<file path="src/rtl/cs_useq_pkg.sv">
// cs_useq_pkg: sequencing opcodes and FSM state encoding shared by the
// microsequencer, its return stack and its bus interface.
package cs_useq_pkg;

  localparam int unsigned OP_W = 3;

  localparam logic [OP_W-1:0] OP_INC    = 3'b000;
  localparam logic [OP_W-1:0] OP_JMP    = 3'b001;
  localparam logic [OP_W-1:0] OP_CJMP   = 3'b010;
  localparam logic [OP_W-1:0] OP_CALL   = 3'b011;
  localparam logic [OP_W-1:0] OP_RET    = 3'b100;
  localparam logic [OP_W-1:0] OP_HOLD   = 3'b101;
  localparam logic [OP_W-1:0] OP_LDLOOP = 3'b110;
  localparam logic [OP_W-1:0] OP_DJNZ   = 3'b111;

  typedef enum logic {
    ST_RUN   = 1'b0,
    ST_FAULT = 1'b1
  } state_e;

endpackage : cs_useq_pkg

</file>
<file path="src/rtl/cs_useq_if.sv">
// cs_useq_if: microinstruction-side inputs and control-store address /
// status outputs of the microsequencer.
//   master: datapath / decoder side driving opcode, condition and acknowledge
//   slave : the sequencer itself
interface cs_useq_if #(
  parameter int unsigned ADDR_W = 11,
  parameter int unsigned SP_W   = 3
);
  import cs_useq_pkg::*;

  logic              CS_USEQ_ACK;
  logic [OP_W-1:0]   CS_USEQ_OP;
  logic              CS_USEQ_COND;
  logic [ADDR_W-1:0] CS_USEQ_JUMP_ADDR;
  logic              CS_USEQ_CLEAR;
  logic [ADDR_W-1:0] CS_USEQ_data_OutBUS;
  logic [SP_W-1:0]   CS_USEQ_SP_OutBUS;
  logic              CS_USEQ_FAULT;
  logic              CS_USEQ_OVF;
  logic              CS_USEQ_UNF;

  modport master (
    output CS_USEQ_ACK, CS_USEQ_OP, CS_USEQ_COND, CS_USEQ_JUMP_ADDR, CS_USEQ_CLEAR,
    input  CS_USEQ_data_OutBUS, CS_USEQ_SP_OutBUS, CS_USEQ_FAULT, CS_USEQ_OVF, CS_USEQ_UNF
  );

  modport slave (
    input  CS_USEQ_ACK, CS_USEQ_OP, CS_USEQ_COND, CS_USEQ_JUMP_ADDR, CS_USEQ_CLEAR,
    output CS_USEQ_data_OutBUS, CS_USEQ_SP_OutBUS, CS_USEQ_FAULT, CS_USEQ_OVF, CS_USEQ_UNF
  );

endinterface : cs_useq_if

</file>
<file path="src/rtl/cs_useq_stack.sv">
// cs_useq_stack: return-address LIFO with occupancy counter. Push and pop are
// ignored when full / empty respectively; the caller decides what that means.
module cs_useq_stack #(
  parameter int unsigned DEPTH = 4,
  parameter int unsigned W     = 11,
  parameter int unsigned SP_W  = $clog2(DEPTH + 1)
) (
  input  logic            clk,
  input  logic            rst_n,
  input  logic            clr,
  input  logic            push,
  input  logic            pop,
  input  logic [W-1:0]    push_data,
  output logic            full_c,
  output logic            empty_c,
  output logic [W-1:0]    top_c,
  output logic [SP_W-1:0] sp
);

  localparam int unsigned IDX_W = (DEPTH > 1) ? $clog2(DEPTH) : 1;

  logic [W-1:0] mem [DEPTH];

  assign full_c  = (sp == SP_W'(DEPTH));
  assign empty_c = (sp == '0);
  // Entry below the pointer; only meaningful when not empty.
  assign top_c   = mem[IDX_W'(sp - SP_W'(1))];

  // Storage and pointer update; clear only rewinds the pointer.
  always_ff @(posedge clk or negedge rst_n) begin
    if (!rst_n) begin
      sp  <= '0;
      mem <= '{default: '0};
    end else if (clr) begin
      sp <= '0;
    end else if (push && !full_c) begin
      mem[IDX_W'(sp)] <= push_data;
      sp              <= sp + SP_W'(1);
    end else if (pop && !empty_c) begin
      sp <= sp - SP_W'(1);
    end
  end

endmodule : cs_useq_stack

</file>
<file path="src/rtl/cs_useq.sv">
// cs_useq: control-store microsequencer. Computes the next micro-PC from the
// sequencing opcode (increment, jump, conditional jump, call/return, hold) and
// advances only on acknowledge. Stack overflow/underflow parks it in FAULT
// until CLEAR.
// Optional build macro CS_USEQ_LOOP_EN adds a LOOP_W-bit loop counter driving
// opcodes LDLOOP and DJNZ; without it those opcodes behave as INC.
module cs_useq
  import cs_useq_pkg::*;
#(
  parameter int unsigned ADDR_W      = 11,
  parameter int unsigned STACK_DEPTH = 4,
  parameter int unsigned RESET_ADDR  = 0,
  parameter int unsigned LOOP_W      = 8
) (
  input  logic      CS_USEQ_CLOCK_50,
  input  logic      CS_USEQ_RESET,
  cs_useq_if.slave  cs_bus
);

  localparam int unsigned SP_W = $clog2(STACK_DEPTH + 1);

  // Elaboration-time parameter sanity.
  if (STACK_DEPTH < 1) begin : g_bad_depth
    $error("cs_useq: STACK_DEPTH must be at least 1");
  end
  if (LOOP_W < 1 || LOOP_W > ADDR_W) begin : g_bad_loop_w
    $error("cs_useq: LOOP_W must be in 1..ADDR_W");
  end

  state_e            state_q, state_d;
  logic [ADDR_W-1:0] upc_q, upc_d;
  logic              ovf_q, ovf_d;
  logic              unf_q, unf_d;
  logic [ADDR_W-1:0] upc_inc;
  logic              stk_push, stk_pop, stk_clr;
  logic              stk_full, stk_empty;
  logic [ADDR_W-1:0] stk_top;
  logic [SP_W-1:0]   stk_sp;

`ifdef CS_USEQ_LOOP_EN
  logic [LOOP_W-1:0] loop_q, loop_d;
`endif

  assign upc_inc = upc_q + ADDR_W'(1);

  cs_useq_stack #(
    .DEPTH (STACK_DEPTH),
    .W     (ADDR_W),
    .SP_W  (SP_W)
  ) u_stack (
    .clk       (CS_USEQ_CLOCK_50),
    .rst_n     (CS_USEQ_RESET),
    .clr       (stk_clr),
    .push      (stk_push),
    .pop       (stk_pop),
    .push_data (upc_inc),
    .full_c    (stk_full),
    .empty_c   (stk_empty),
    .top_c     (stk_top),
    .sp        (stk_sp)
  );

  // State, micro-PC and sticky flag registers.
  always_ff @(posedge CS_USEQ_CLOCK_50 or negedge CS_USEQ_RESET) begin
    if (!CS_USEQ_RESET) begin
      state_q <= ST_RUN;
      upc_q   <= ADDR_W'(RESET_ADDR);
      ovf_q   <= 1'b0;
      unf_q   <= 1'b0;
    end else begin
      state_q <= state_d;
      upc_q   <= upc_d;
      ovf_q   <= ovf_d;
      unf_q   <= unf_d;
    end
  end

`ifdef CS_USEQ_LOOP_EN
  // Hardware loop counter register.
  always_ff @(posedge CS_USEQ_CLOCK_50 or negedge CS_USEQ_RESET) begin
    if (!CS_USEQ_RESET) begin
      loop_q <= '0;
    end else begin
      loop_q <= loop_d;
    end
  end
`endif

  // Next-address mux, stack control and RUN/FAULT transitions.
  always_comb begin
    state_d  = state_q;
    upc_d    = upc_q;
    ovf_d    = ovf_q;
    unf_d    = unf_q;
    stk_push = 1'b0;
    stk_pop  = 1'b0;
    stk_clr  = 1'b0;
`ifdef CS_USEQ_LOOP_EN
    loop_d   = loop_q;
`endif

    case (state_q)
      ST_RUN: begin
        if (cs_bus.CS_USEQ_ACK) begin
          case (cs_bus.CS_USEQ_OP)
            OP_INC:  upc_d = upc_inc;
            OP_JMP:  upc_d = cs_bus.CS_USEQ_JUMP_ADDR;
            OP_CJMP: upc_d = cs_bus.CS_USEQ_COND ? cs_bus.CS_USEQ_JUMP_ADDR : upc_inc;
            OP_CALL: begin
              if (stk_full) begin
                ovf_d   = 1'b1;
                state_d = ST_FAULT;
              end else begin
                stk_push = 1'b1;
                upc_d    = cs_bus.CS_USEQ_JUMP_ADDR;
              end
            end
            OP_RET: begin
              if (stk_empty) begin
                unf_d   = 1'b1;
                state_d = ST_FAULT;
              end else begin
                stk_pop = 1'b1;
                upc_d   = stk_top;
              end
            end
            OP_HOLD: upc_d = upc_q;
`ifdef CS_USEQ_LOOP_EN
            OP_LDLOOP: begin
              loop_d = LOOP_W'(cs_bus.CS_USEQ_JUMP_ADDR);
              upc_d  = upc_inc;
            end
            OP_DJNZ: begin
              if (loop_q != '0) begin
                loop_d = loop_q - LOOP_W'(1);
                upc_d  = cs_bus.CS_USEQ_JUMP_ADDR;
              end else begin
                upc_d  = upc_inc;
              end
            end
`endif
            default: upc_d = upc_inc;
          endcase
        end
      end
      ST_FAULT: begin
        if (cs_bus.CS_USEQ_CLEAR) begin
          state_d = ST_RUN;
          upc_d   = ADDR_W'(RESET_ADDR);
          ovf_d   = 1'b0;
          unf_d   = 1'b0;
          stk_clr = 1'b1;
`ifdef CS_USEQ_LOOP_EN
          loop_d  = '0;
`endif
        end
      end
      default: state_d = ST_RUN;
    endcase
  end

  assign cs_bus.CS_USEQ_data_OutBUS = upc_q;
  assign cs_bus.CS_USEQ_SP_OutBUS   = stk_sp;
  assign cs_bus.CS_USEQ_FAULT       = (state_q == ST_FAULT);
  assign cs_bus.CS_USEQ_OVF         = ovf_q;
  assign cs_bus.CS_USEQ_UNF         = unf_q;

endmodule : cs_useq

</file>
<file path="src/flat_wrapper.sv">
// flat-port wrapper written by rule: the top's interface ports become plain ports
module cs_useq_flat import cs_useq_pkg::*;
#(
  parameter int unsigned ADDR_W      = 11,
  parameter int unsigned STACK_DEPTH = 4,
  parameter int unsigned RESET_ADDR  = 0,
  parameter int unsigned LOOP_W      = 8
)
  (CS_USEQ_CLOCK_50, CS_USEQ_RESET, cs_bus_CS_USEQ_ACK, cs_bus_CS_USEQ_OP, cs_bus_CS_USEQ_COND, cs_bus_CS_USEQ_JUMP_ADDR, cs_bus_CS_USEQ_CLEAR, cs_bus_CS_USEQ_data_OutBUS, cs_bus_CS_USEQ_SP_OutBUS, cs_bus_CS_USEQ_FAULT, cs_bus_CS_USEQ_OVF, cs_bus_CS_USEQ_UNF);
  cs_useq_if #(.ADDR_W(ADDR_W), .SP_W(($clog2((4) + 1)))) cs_bus_i ();
  input  logic CS_USEQ_CLOCK_50;
  input  logic CS_USEQ_RESET;
  input wire logic [$bits(cs_bus_i.CS_USEQ_ACK)-1:0] cs_bus_CS_USEQ_ACK;
  input wire logic [$bits(cs_bus_i.CS_USEQ_OP)-1:0] cs_bus_CS_USEQ_OP;
  input wire logic [$bits(cs_bus_i.CS_USEQ_COND)-1:0] cs_bus_CS_USEQ_COND;
  input wire logic [$bits(cs_bus_i.CS_USEQ_JUMP_ADDR)-1:0] cs_bus_CS_USEQ_JUMP_ADDR;
  input wire logic [$bits(cs_bus_i.CS_USEQ_CLEAR)-1:0] cs_bus_CS_USEQ_CLEAR;
  output wire logic [$bits(cs_bus_i.CS_USEQ_data_OutBUS)-1:0] cs_bus_CS_USEQ_data_OutBUS;
  output wire logic [$bits(cs_bus_i.CS_USEQ_SP_OutBUS)-1:0] cs_bus_CS_USEQ_SP_OutBUS;
  output wire logic [$bits(cs_bus_i.CS_USEQ_FAULT)-1:0] cs_bus_CS_USEQ_FAULT;
  output wire logic [$bits(cs_bus_i.CS_USEQ_OVF)-1:0] cs_bus_CS_USEQ_OVF;
  output wire logic [$bits(cs_bus_i.CS_USEQ_UNF)-1:0] cs_bus_CS_USEQ_UNF;
  assign cs_bus_i.CS_USEQ_ACK = cs_bus_CS_USEQ_ACK;
  assign cs_bus_i.CS_USEQ_OP = cs_bus_CS_USEQ_OP;
  assign cs_bus_i.CS_USEQ_COND = cs_bus_CS_USEQ_COND;
  assign cs_bus_i.CS_USEQ_JUMP_ADDR = cs_bus_CS_USEQ_JUMP_ADDR;
  assign cs_bus_i.CS_USEQ_CLEAR = cs_bus_CS_USEQ_CLEAR;
  assign cs_bus_CS_USEQ_data_OutBUS = cs_bus_i.CS_USEQ_data_OutBUS;
  assign cs_bus_CS_USEQ_SP_OutBUS = cs_bus_i.CS_USEQ_SP_OutBUS;
  assign cs_bus_CS_USEQ_FAULT = cs_bus_i.CS_USEQ_FAULT;
  assign cs_bus_CS_USEQ_OVF = cs_bus_i.CS_USEQ_OVF;
  assign cs_bus_CS_USEQ_UNF = cs_bus_i.CS_USEQ_UNF;
  cs_useq #(.ADDR_W(ADDR_W), .STACK_DEPTH(STACK_DEPTH), .RESET_ADDR(RESET_ADDR), .LOOP_W(LOOP_W)) u_core (.CS_USEQ_CLOCK_50(CS_USEQ_CLOCK_50), .CS_USEQ_RESET(CS_USEQ_RESET), .cs_bus(cs_bus_i));
endmodule
</file>
<file path="config.mk">
export PLATFORM = sky130hd
export DESIGN_NAME = cs_useq_flat
export DESIGN_NICKNAME = d
export VERILOG_FILES = /design/src/rtl/cs_useq_pkg.sv /design/src/rtl/cs_useq_if.sv /design/src/rtl/cs_useq_stack.sv /design/src/rtl/cs_useq.sv /design/src/flat_wrapper.sv
export SDC_FILE = /design/constraint.sdc
export NUM_CORES = 1
export LEC_CHECK = 0
export ABC_AREA = 0
export BUFFER_PORTS_ARGS = -buffer_cell sky130_fd_sc_hd__buf_2
export CORE_MARGIN = 3
export CORE_UTILIZATION = 53
export CTS_BUF_LIST = sky130_fd_sc_hd__clkbuf_16
export DETAILED_ROUTE_END_ITERATION = 10
export PLACE_DENSITY_LB_ADDON = 0.15
export SLEW_MARGIN = 20
export SYNTH_ARGS = -nofsm -noshare
export SYNTH_HDL_FRONTEND = slang
export SYNTH_SLANG_ARGS = --single-unit
</file>
<file path="constraint.sdc">
create_clock -name CS_USEQ_CLOCK_50 -period 2.5 [get_ports CS_USEQ_CLOCK_50]
set_input_delay 0.125 -clock CS_USEQ_CLOCK_50 [delete_from_list [all_inputs] [get_ports CS_USEQ_CLOCK_50]]
set_output_delay 0.125 -clock CS_USEQ_CLOCK_50 [all_outputs]
set_load 0.01 [all_outputs]
</file>
# == After elaboration in Yosys (flattened, before gate mapping) ==
# Index checks and enable logic that the tools add are counted.
# classes
add_sub_neg,3
n_lt_le_gt_ge,3
eq_ne,15
mux,41
bitwise_logic,4
n_reduce_logical,11
# op_table
cell,count
$mux 11,8
$pmux 11 s5,1
$bwmux 44,1
$bmux 11 s2,1
$demux 11 s2,1
$pmux 11 s2,1
$mux 1,21
$ne 2x2->1 const B,7
$add 11x1->11 const B,1
$eq 3x3->1 const B,3
$mux 3,3
$pmux 1 s2,4
$reduce_and 4->1,2
$eq 3x2->1 const B,2
$ge 3x3->1 const B,2
$ne 3x3->1 const B,2
$not 2->3,2
$reduce_and 5->1,1
$add 3x1->3 const B,1
$eq 3x1->1 const B,1
$logic_and 1x1->1,3
$logic_not 3->1,1
$lt 3x1->1 const B,1
$reduce_bool 3->1,1
other kinds (4),6
# word_totals
regBits,61
out_inout_bits,17

# == Logic depth before layout (Yosys ltp) ==
# Gate-level depths: netlist of the first run.
# depth
word_depth,9
ltp_mapped,9
mapped_depth_nobuf,7

# == Modules after synthesis ==
# A second synthesis of the first run with hierarchy kept.
# hier_totals
cells_unflattened,271
area_unflattened_um2,3410.8
# by_module_without_submodules
mod,n_inst,cells_each,area_each_um2,seq_area_each_um2
cs_useq_stack,1,147,2328.5,1176.1
cs_useq,1,124,1082.3,350.3

# == Worst setup path after synthesis of the first run ==
# Ideal clock, no wire load.
# synth_path
kind,reg2reg
from,register u_core.u_stack.sp[0]
to,register u_core.upc_q[2] (netlist: u_core.cs_bus.CS_USEQ_data_OutBUS[2])
setup_time_ns,0.122
arrival_time_ns,2.291
required_ns,2.378
setup_slack_ns,0.088
path_stages_with_launch,9
n_path_buf,2
path_cell_list,dfrtp_1 -> buf_4 -> inv_1 -> ha_1 -> buf_1 -> mux4_2 -> o21ai_0 -> o211ai_1 -> a32o_1
# synth_between
elab_chain_cells,9
word_cells_on_any_way,14
classes_between,add/sub: 1; eq/ne: 3; mux: 7; bitwise: 1; reduce/logical: 2
# synth_rtl
item,line_no,text
"start, declared",cs_useq_stack.sv:17,output logic [SP_W-1:0] sp
"start signal, assigned",cs_useq_stack.sv:38,sp <= sp + SP_W'(1);
"start signal, assigned",cs_useq_stack.sv:40,sp <= sp - SP_W'(1);
$sub 3x1->3,n/a,
$not 2->3 (implied by the code),cs_useq_stack.sv:27,assign top_c = mem[IDX_W'(sp - SP_W'(1))];
$bmux 11 s2,cs_useq_stack.sv:27,
$mux 11 (implied by the code) (2 in a row),cs_useq_stack.sv:27,
$mux 11,cs_useq.sv:119,if (stk_empty) begin
$pmux 11 s5,cs_useq.sv:105,case (cs_bus.CS_USEQ_OP)
$mux 11,cs_useq.sv:104,if (cs_bus.CS_USEQ_ACK) begin
$pmux 11 s2,cs_useq.sv:102,case (state_q)
"end signal, assigned",cs_useq.sv:67,upc_q <= ADDR_W'(RESET_ADDR);
"end signal, assigned",cs_useq.sv:72,upc_q <= upc_d;
"end, declared",cs_useq.sv:31,"logic [ADDR_W-1:0] upc_q, upc_d;"
# Parallel ways exist; a longest one is shown, timed or not. The select of a mux whose other input is x is not followed.
# A chain may end at the register's enable or synchronous reset.

# == Final worst setup path of the first run ==
# layout_path
from,register u_core.u_stack.sp[1]
to,register u_core.u_stack.mem[16] in the netlist's numbering
# layout_between
elab_chain_cells,7
word_cells_on_any_way,15
classes_between,order compare: 2; eq/ne: 1; mux: 7; bitwise: 1; reduce/logical: 4
# layout_rtl
item,line_no,text
$eq 3x3->1,cs_useq_stack.sv:24,assign full_c = (sp == SP_W'(DEPTH));
$mux 1,cs_useq.sv:110,if (stk_full) begin
$mux 1,cs_useq.sv:105,
$mux 1,cs_useq.sv:104,
$mux 1,cs_useq.sv:102,
$logic_and 1x1->1,cs_useq_stack.sv:36,end else if (push && !full_c) begin
$reduce_and 2->1 (no line),n/a,
"end signal, assigned by index",cs_useq_stack.sv:37,mem[IDX_W'(sp)] <= push_data;
"end, declared",cs_useq_stack.sv:22,logic [W-1:0] mem [DEPTH];
# Parallel ways exist; a longest one is shown, timed or not.

==> impl_metrics.py, run 1 <==
metrics = {
    "status": {
        "status": "complete, but fails checks",
        "violations": "negative hold slack",
    },
    "logic_synthesis": {
        "netlist_instances": 334,
        "synth_area_leaders": "dfrtp_1, mux4_2, o21ai_0",
        "netlist-cell-type-count": 61,
        "synth.avg_cell_area_um2": 9.923,
        "yosysMostFrequentCell": "dfrtp_1",
        "syn_nets": 359,
        "synth-seq-area-share_pct": 46.06,
        "synth_ff_type": "dfrtp_1",
        "ys.warnings.count": 0,
        "ys_top_cells_by_count": "dfrtp_1, nand2_1, o21ai_0",
        "synth_top_area_share_pct": 46.06,
        "ys_ff_latch": 61,
        "synth_async_sr_flop_share_pct": 100.0,
        "yosysTopAreaCell": "dfrtp_1",
        "syn_area_um2": 3314,
        "synth_edf_count": 0,
    },
    "drt": {
        "drcViolationCount": 0,
        "routed_wl_um": 7684,
        "drt-vias-per-instance": 5.859,
        "wl_per_cell_um": 17.23,
        "route.vias.total": 2613,
        "ant_nets": 0,
        "drt_iter0_drc": 182,
        "firstDrtPassIters": 7,
    },
    "global_routing": {
        "overflow": 0,
        "top_usage_layer": "met1",
        "grt_usage_pct": 23.16,
        "grt_max_degree": 62,
        "antenna_found_initial": 0,
        "grt_pass1_vias": 2534,
        "grt_util_met1_pct": 35.68,
        "use_met2_pct": 33.97,
        "use_met3_pct": 3.107,
        "grt_pass1_wl_um": 13120,
    },
    "power_and_ir_drop": {
        "power_density_nw_per_um2": 1199,
        "ir_drop_mv": 0.6194,
        "switchingPower_mw": 1.716,
        "power_mw": 4.576,
        "p_sw_share_pct": 37.50,
        "comb_power_share_pct": 37.6,
        "clkPwrFrac_pct": 24.9,
        "leakagePower_nw": 1.656,
        "p_seq_share_pct": 37.6,
        "p_int_mw": 2.860,
    },
    "clocking": {
        "clk_pin_slew_ns": 0.06,
        "cts.sinks": 61,
        "cts_hold_buffers": 0,
        "cts-resized-gates": 0,
        "post_cts_buffers": 0,
        "cts_tree": "built",
        "cts_buffer_depth": 2,
        "clk_latency_ns": 0.33,
        "htreeDepth": 3,
        "cts_root_buffer": "clkbuf_16",
        "numCtsBuffers": 9,
    },
    "die": {
        "die_w_um": 85.08,
        "core_area_um2": 5991,
        "initial_core_util_pct": 55.33,
        "pin_count": 36,
        "num_rows": 28,
        "chipHeight_um": 85.08,
        "die_area_um2": 7239,
    },
    "worst_setup_path": {
        "crit_type": "flip-flop to flip-flop",
        "required_ns": 2.68,
        "end_kind": "flip-flop",
        "crit_chain": "inv_1, ha_1, nand2_1, nor3b_2, nand2_1, nand2_1, o21ai_0",
        "cp.arrival_ns": 2.26,
        "crit_path_top_delay_cell": "nand2_1",
        "crit_path_max_fanout": 22,
        "cpPeakStageDelay_ns": 0.42,
        "critical_path_buf_inv_count": 1,
        "cpLargestDelayFamily": "simple AND/OR/NAND/NOR gates",
        "cp_common_cell": "nand2_1",
        "cp-start-kind": "flip-flop",
    },
    "worst_hold_path": {
        "min_path_type": "input port to asynchronous set/reset pin",
    },
    "layout": {
        "n_fill_cell": 494,
        "fin_nets": 391,
        "seq_area_um2": 1526,
        "insertedDiodeCount": 0,
        "multi_input_area_um2": 1660,
        "syn_to_final_growth_pct": 15.18,
        "drive_gt1_share_pct": 22.37,
    },
    "placement": {
        "gp_routability_congestion": 0.8080,
        "dpl_worst_slack_ns": 0.3989,
        "dp_hpwl_um": 5322,
        "portBuffers": 35,
    },
    "timing": {
        "fin_crit_ns": 2.079,
        "grt_setup_unrepaired": "false",
        "setup-tns-final_ns": 0,
        "hold_ws_ns": -0.04409,
        "setup_viol_count_final": 0,
        "max_freq_ghz": 0.4810,
        "maxSlewViolCount": 0,
        "hold_violations": 61,
        "finalCritPeriodShare_pct": 83.16,
        "skew_ns": 0.009893,
        "max-slew-margin-rel_pct": 48.89,
        "setup_ws_ns": 0.4210,
        "tightestPinTransition_ns": 0.7667,
    },
    "job": {
        "drv_cap": 0,
    },
}
==> layout by cell type (no fill, tap or decap), types with 2 or more instances in the layout <==
master / Yosys / layout
nor3_1: 7 / 6
nor2_1: 26 / 26
xnor2_1: 7 / 7
dfrtp_1: 61 / 61
nor3b_2: 2 / 2
nand2b_1: 2 / 2
inv_1: 5 / 5
o2bb2ai_1: 2 / 2
xor2_1: 5 / 5
o21ai_0: 45 / 45
buf_2: 7 / 35
a31oi_1: 5 / 5
o21a_1: 3 / 3
o2111ai_1: 2 / 2
clkbuf_16: 0 / 9
o311ai_1: 2 / 2
a221oi_1: 2 / 2
clkinv_2: 0 / 3
nand2_1: 49 / 49
clkinv_4: 0 / 3
nand4b_1: 2 / 2
buf_4: 3 / 9
mux4_2: 11 / 11
nand3_1: 11 / 11
a21oi_1: 20 / 20
nor3_2: 1 / 2
ha_1: 6 / 6
o22ai_1: 2 / 2
==> power groups by stage <==
| stage | clock network [mW] | registers [mW] | logic [mW] |
|---|---|---|---|
| after floorplan | 0 | 1.70 | 1.19 |
| after global placement | 0 | 1.70 | 1.67 |
| after detailed placement | 0 | 1.73 | 1.71 |
| after CTS | 1.14 | 1.71 | 1.72 |
| after global routing | 1.20 | 1.77 | 1.91 |
| final | 1.14 | 1.72 | 1.72 |
==> area by class of cell <==
class / instances / share of cell area (%)
repair buffers: 44 / 6.359
multi-input cells: 245 / 43.49
clock inverters: 7 / 1.311
flip-flops and latches: 61 / 39.99
clock buffers: 9 / 5.900
well taps: 75 / 2.458
inverters: 5 / 0.4916
==> routing by layer <==
layer,part of all wire [%],up-vias
met5,0,-
met1,50,1255
li1,-,1282
met2,44,67
met3,4.3,9
met4,1.1,0
==> worst paths after layout <==
path,from,end,slack (ns),depth (start not counted)
worst max-delay path,u_core.u_stack.sp[1]$_DFFE_PN0P_,u_core.u_stack.mem[16]$_DFFE_PN0P_,0.42,7
worst min-delay path,CS_USEQ_RESET,u_core.cs_bus.CS_USEQ_FAULT$_DFF_PN0_,-0.04,2
worst max register to register,u_core.u_stack.sp[1]$_DFFE_PN0P_,u_core.u_stack.mem[16]$_DFFE_PN0P_,0.42,7
worst min register to register,u_core.u_stack.mem[9]$_DFFE_PN0P_,u_core.u_stack.mem[9]$_DFFE_PN0P_,0.48,2
max in group asynchronous,CS_USEQ_RESET,u_core.u_stack.mem[15]$_DFFE_PN0P_,2.03,2
min in group CS_USEQ_CLOCK_50,cs_bus_CS_USEQ_CLEAR,u_core.cs_bus.CS_USEQ_FAULT$_DFF_PN0_,0.04,2
==> logic make-up (layout without fill, tap and decap cells) <==
kind of cell    count (synthesis)  in the layout  share of synthesized area (%)
simple gates                  113            113                          16.31
compound gates                100            100                          19.63
flops                          61             61                          46.05
buf+inv                        28             65                          4.001
mux                            14             14                          8.569
xor+xnor                       12             12                          3.171
fa+ha+maj                       6              6                          2.265
==> stage by stage <==
stage	cell area, um^2	instances	hold WS, ns	utilization [%]
2_1_floorplan	3314	334	-0.1706	-
3_3_place_gp	3542	430	0.3394	59.13
3_5_place_dp	3542	430	0.3397	59.13
4_1_cts	3817	446	0.0007550	63.72
5_1_grt	3817	446	0.03546	63.72
6_report	3817	446	-0.04409	63.72
==> registers in the layout (all words and copies together) (netlist names) <==
register	flops
u_core.u_stack.mem	44
u_core.cs_bus.CS_USEQ_data_OutBUS	11
u_core.cs_bus.CS_USEQ_OVF	1
u_core.cs_bus.CS_USEQ_UNF	1
u_core.cs_bus.CS_USEQ_FAULT	1
u_core.u_stack.sp	3
No activity file was read; power rests on OpenSTA's default activity.
==> inputs of run 2 (changes only) <==
--- a/config.mk
+++ b/config.mk
@@ -8,7 +8,7 @@
 export ABC_AREA = 0
 export BUFFER_PORTS_ARGS = -buffer_cell sky130_fd_sc_hd__buf_2
 export CORE_MARGIN = 3
-export CORE_UTILIZATION = 53
+export CORE_UTILIZATION = 55
 export CTS_BUF_LIST = sky130_fd_sc_hd__clkbuf_16
 export DETAILED_ROUTE_END_ITERATION = 10
 export PLACE_DENSITY_LB_ADDON = 0.15
==> constraint.sdc (replaced) <==
create_clock -name CS_USEQ_CLOCK_50 -period 2.2 [get_ports CS_USEQ_CLOCK_50]
set_input_delay 0.11 -clock CS_USEQ_CLOCK_50 [delete_from_list [all_inputs] [get_ports CS_USEQ_CLOCK_50]]
set_output_delay 0.11 -clock CS_USEQ_CLOCK_50 [all_outputs]
set_load 0.01 [all_outputs]
==> run 2 against run 1 <==
  * The flow now finishes without violations
  * Clock power increased by 25%
  * Worst setup slack got worse by 0.17 ns
  * First-iteration DRC count up 14%
  * Clock skew fell by 0.0017 ns
  * Global-route usage increased by 1.1 points
  * Register-to-register slack worse by 0.17 ns
  * Sequential power is 13% higher
  * Die area down 3.4%
  * Final area grew 2.0%
  * Largest power group is now combinational logic
  * Highest routed layer unchanged
==> impl_metrics.py, run 2 (synthesis results as in run 1) <==
metrics = {
    "status": {
        "status": "completed",
    },
    "clocking": {
        "clk_pin_slew_ns": 0.06,
        "cts_buffer_depth": 2,
        "post_cts_buffers": 0,
        "cts.sinks": 61,
        "cts_tree": "built",
        "cts_root_buffer": "clkbuf_16",
        "htreeDepth": 3,
        "cts-resized-gates": 0,
        "clk_latency_ns": 0.33,
        "numCtsBuffers": 9,
    },
    "timing": {
        "max_freq_ghz": 0.5125,
        "maxSlewViolCount": 0,
        "grt_setup_unrepaired": "false",
        "fin_crit_ns": 1.951,
        "max-slew-margin-rel_pct": 54.77,
        "tightestPinTransition_ns": 0.6785,
        "setup_viol_count_final": 0,
        "hold_violations": 0,
        "setup-tns-final_ns": 0,
        "skew_ns": 0.008174,
        "finalCritPeriodShare_pct": 88.69,
    },
    "worst_setup_path": {
        "r2r-end": "u_core.cs_bus.CS_USEQ_data_OutBUS[0]$_DFFE_PN0P_",
        "reg2regPathDepth": 7,
        "crit_start": "u_core.u_stack.sp[1]$_DFFE_PN0P_",
        "crit_path_max_fanout": 12,
        "cp.arrival_ns": 2.22,
        "rrSetupSlack_ns": 0.25,
        "end_kind": "flip-flop",
        "crit_type": "flip-flop to flip-flop",
        "required_ns": 2.46,
        "endpoint": "u_core.cs_bus.CS_USEQ_data_OutBUS[0]$_DFFE_PN0P_",
        "cp-start-kind": "flip-flop",
        "reg2reg_from": "u_core.u_stack.sp[1]$_DFFE_PN0P_",
    },
    "die": {
        "die_area_um2": 6994,
        "chipHeight_um": 83.63,
        "core_area_um2": 5675,
        "pin_count": 36,
        "initial_core_util_pct": 58.40,
        "die_w_um": 83.63,
        "num_rows": 27,
    },
    "layout": {
        "final_util_pct": 68.61,
        "largest_reg_flops": 44,
        "insertedDiodeCount": 0,
        "drive_gt1_share_pct": 23.81,
        "syn_to_final_growth_pct": 17.48,
        "final_cell_mix": "dfrtp_1, nand2_1, o21ai_0",
        "layout_commonest_cell": "dfrtp_1",
        "fin_nets": 398,
        "top_register": "u_core.u_stack.mem",
        "n_fill_cell": 433,
    },
    "worst_hold_path": {
        "min_path_type": "input port to flip-flop",
    },
    "global_routing": {
        "grt_pass1_wl_um": 13380,
        "grt_pass1_vias": 2700,
        "antenna_found_initial": 0,
        "grt_usage_pct": 24.22,
        "overflow": 0,
        "grt_max_degree": 32,
    },
    "power_and_ir_drop": {
        "power_density_nw_per_um2": 1371,
        "leakagePower_nw": 1.693,
        "ir_drop_mv": 0.8166,
    },
    "placement": {
        "gp_routability_congestion": 0.8361,
        "portBuffers": 35,
        "dp_hpwl_um": 5447,
    },
    "drt": {
        "route.vias.total": 2753,
        "drt_iter0_drc": 207,
        "routed_wl_um": 7867,
        "firstDrtPassIters": 5,
        "drcViolationCount": 0,
        "wl_per_cell_um": 17.48,
        "drt-vias-per-instance": 6.118,
        "ant_nets": 0,
    },
    "job": {
        "drv_cap": 0,
    },
}
==> run 2: through the flow <==
step	cell area (um^2)	power, mW	std cells	hold slack [ns]	setup slack (ns)
global placement	3585	3.842	433	0.1818	0.3363
CTS	3894	5.354	450	0.002037	0.2489
finish	3894	5.340	450	0.005774	0.2488
detailed placement	3585	3.918	433	0.1962	0.2668
floorplan	3317	3.298	334	-0.1856	0.02601
global route	3894	5.704	450	0.03759	0.03252
==> run 2: timing repair <==
action	in CTS	in global routing
hold endpoints to repair	29	0
hold buffers	1	0
setup endpoints to repair	0	0
==> run 2: metal layers <==
metal	part of all wire (%)	wire length, um	up-vias	track usage (%)
met1	44	3487	1328	34.22
met4	2.4	188	0	11.55
met3	7.9	620	14	4.541
met5	0	0	-	0
met2	45	3570	113	36.08
li1	-	-	1298	-
==> run 2: power breakdown <==
group	total [mW]	internal [mW]	switching [mW]
sequential	1.95	1.60	0.346
clock	1.42	0.879	0.538
combinational	1.97	0.905	1.07
==> run 2: how the worst min path moves through the flow <==
stage	start	end	slack, ns	depth (start not counted)
floorplan	CS_USEQ_RESET	u_core.cs_bus.CS_USEQ_FAULT$_DFF_PN0_	-0.19	0
global placement	CS_USEQ_RESET	u_core.cs_bus.CS_USEQ_UNF$_DFFE_PN0P_	0.18	1
detailed placement	CS_USEQ_RESET	u_core.cs_bus.CS_USEQ_UNF$_DFFE_PN0P_	0.20	1
CTS	cs_bus_CS_USEQ_CLEAR	u_core.cs_bus.CS_USEQ_FAULT$_DFF_PN0_	0.002	2
global route	cs_bus_CS_USEQ_CLEAR	u_core.cs_bus.CS_USEQ_FAULT$_DFF_PN0_	0.04	2
finish	cs_bus_CS_USEQ_CLEAR	u_core.cs_bus.CS_USEQ_FAULT$_DFF_PN0_	0.006	2
==> run 2: cell type report <==
| cell class | instances | area [um^2] | area share (%) |
|---|---|---|---|
| multi-input cells | 245 | 1660 | 42.64 |
| well taps | 72 | 90.09 | 2.314 |
| inverters | 5 | 18.77 | 0.4820 |
| repair buffers | 51 | 297.8 | 7.648 |
| clock buffers | 9 | 225.2 | 5.784 |
| flip-flops and latches | 61 | 1528 | 39.24 |
| clock inverters | 7 | 73.82 | 1.896 |
==> run 2: worst max-delay path, stage by stage (launching register included) <==
cell and delay (ns):
dfrtp_1 0.41, inv_1 0.12, ha_1 0.21, nand2b_1 0.19
o22ai_4 0.13, a211o_2 0.44, a221oi_1 0.25, a31o_1 0.14
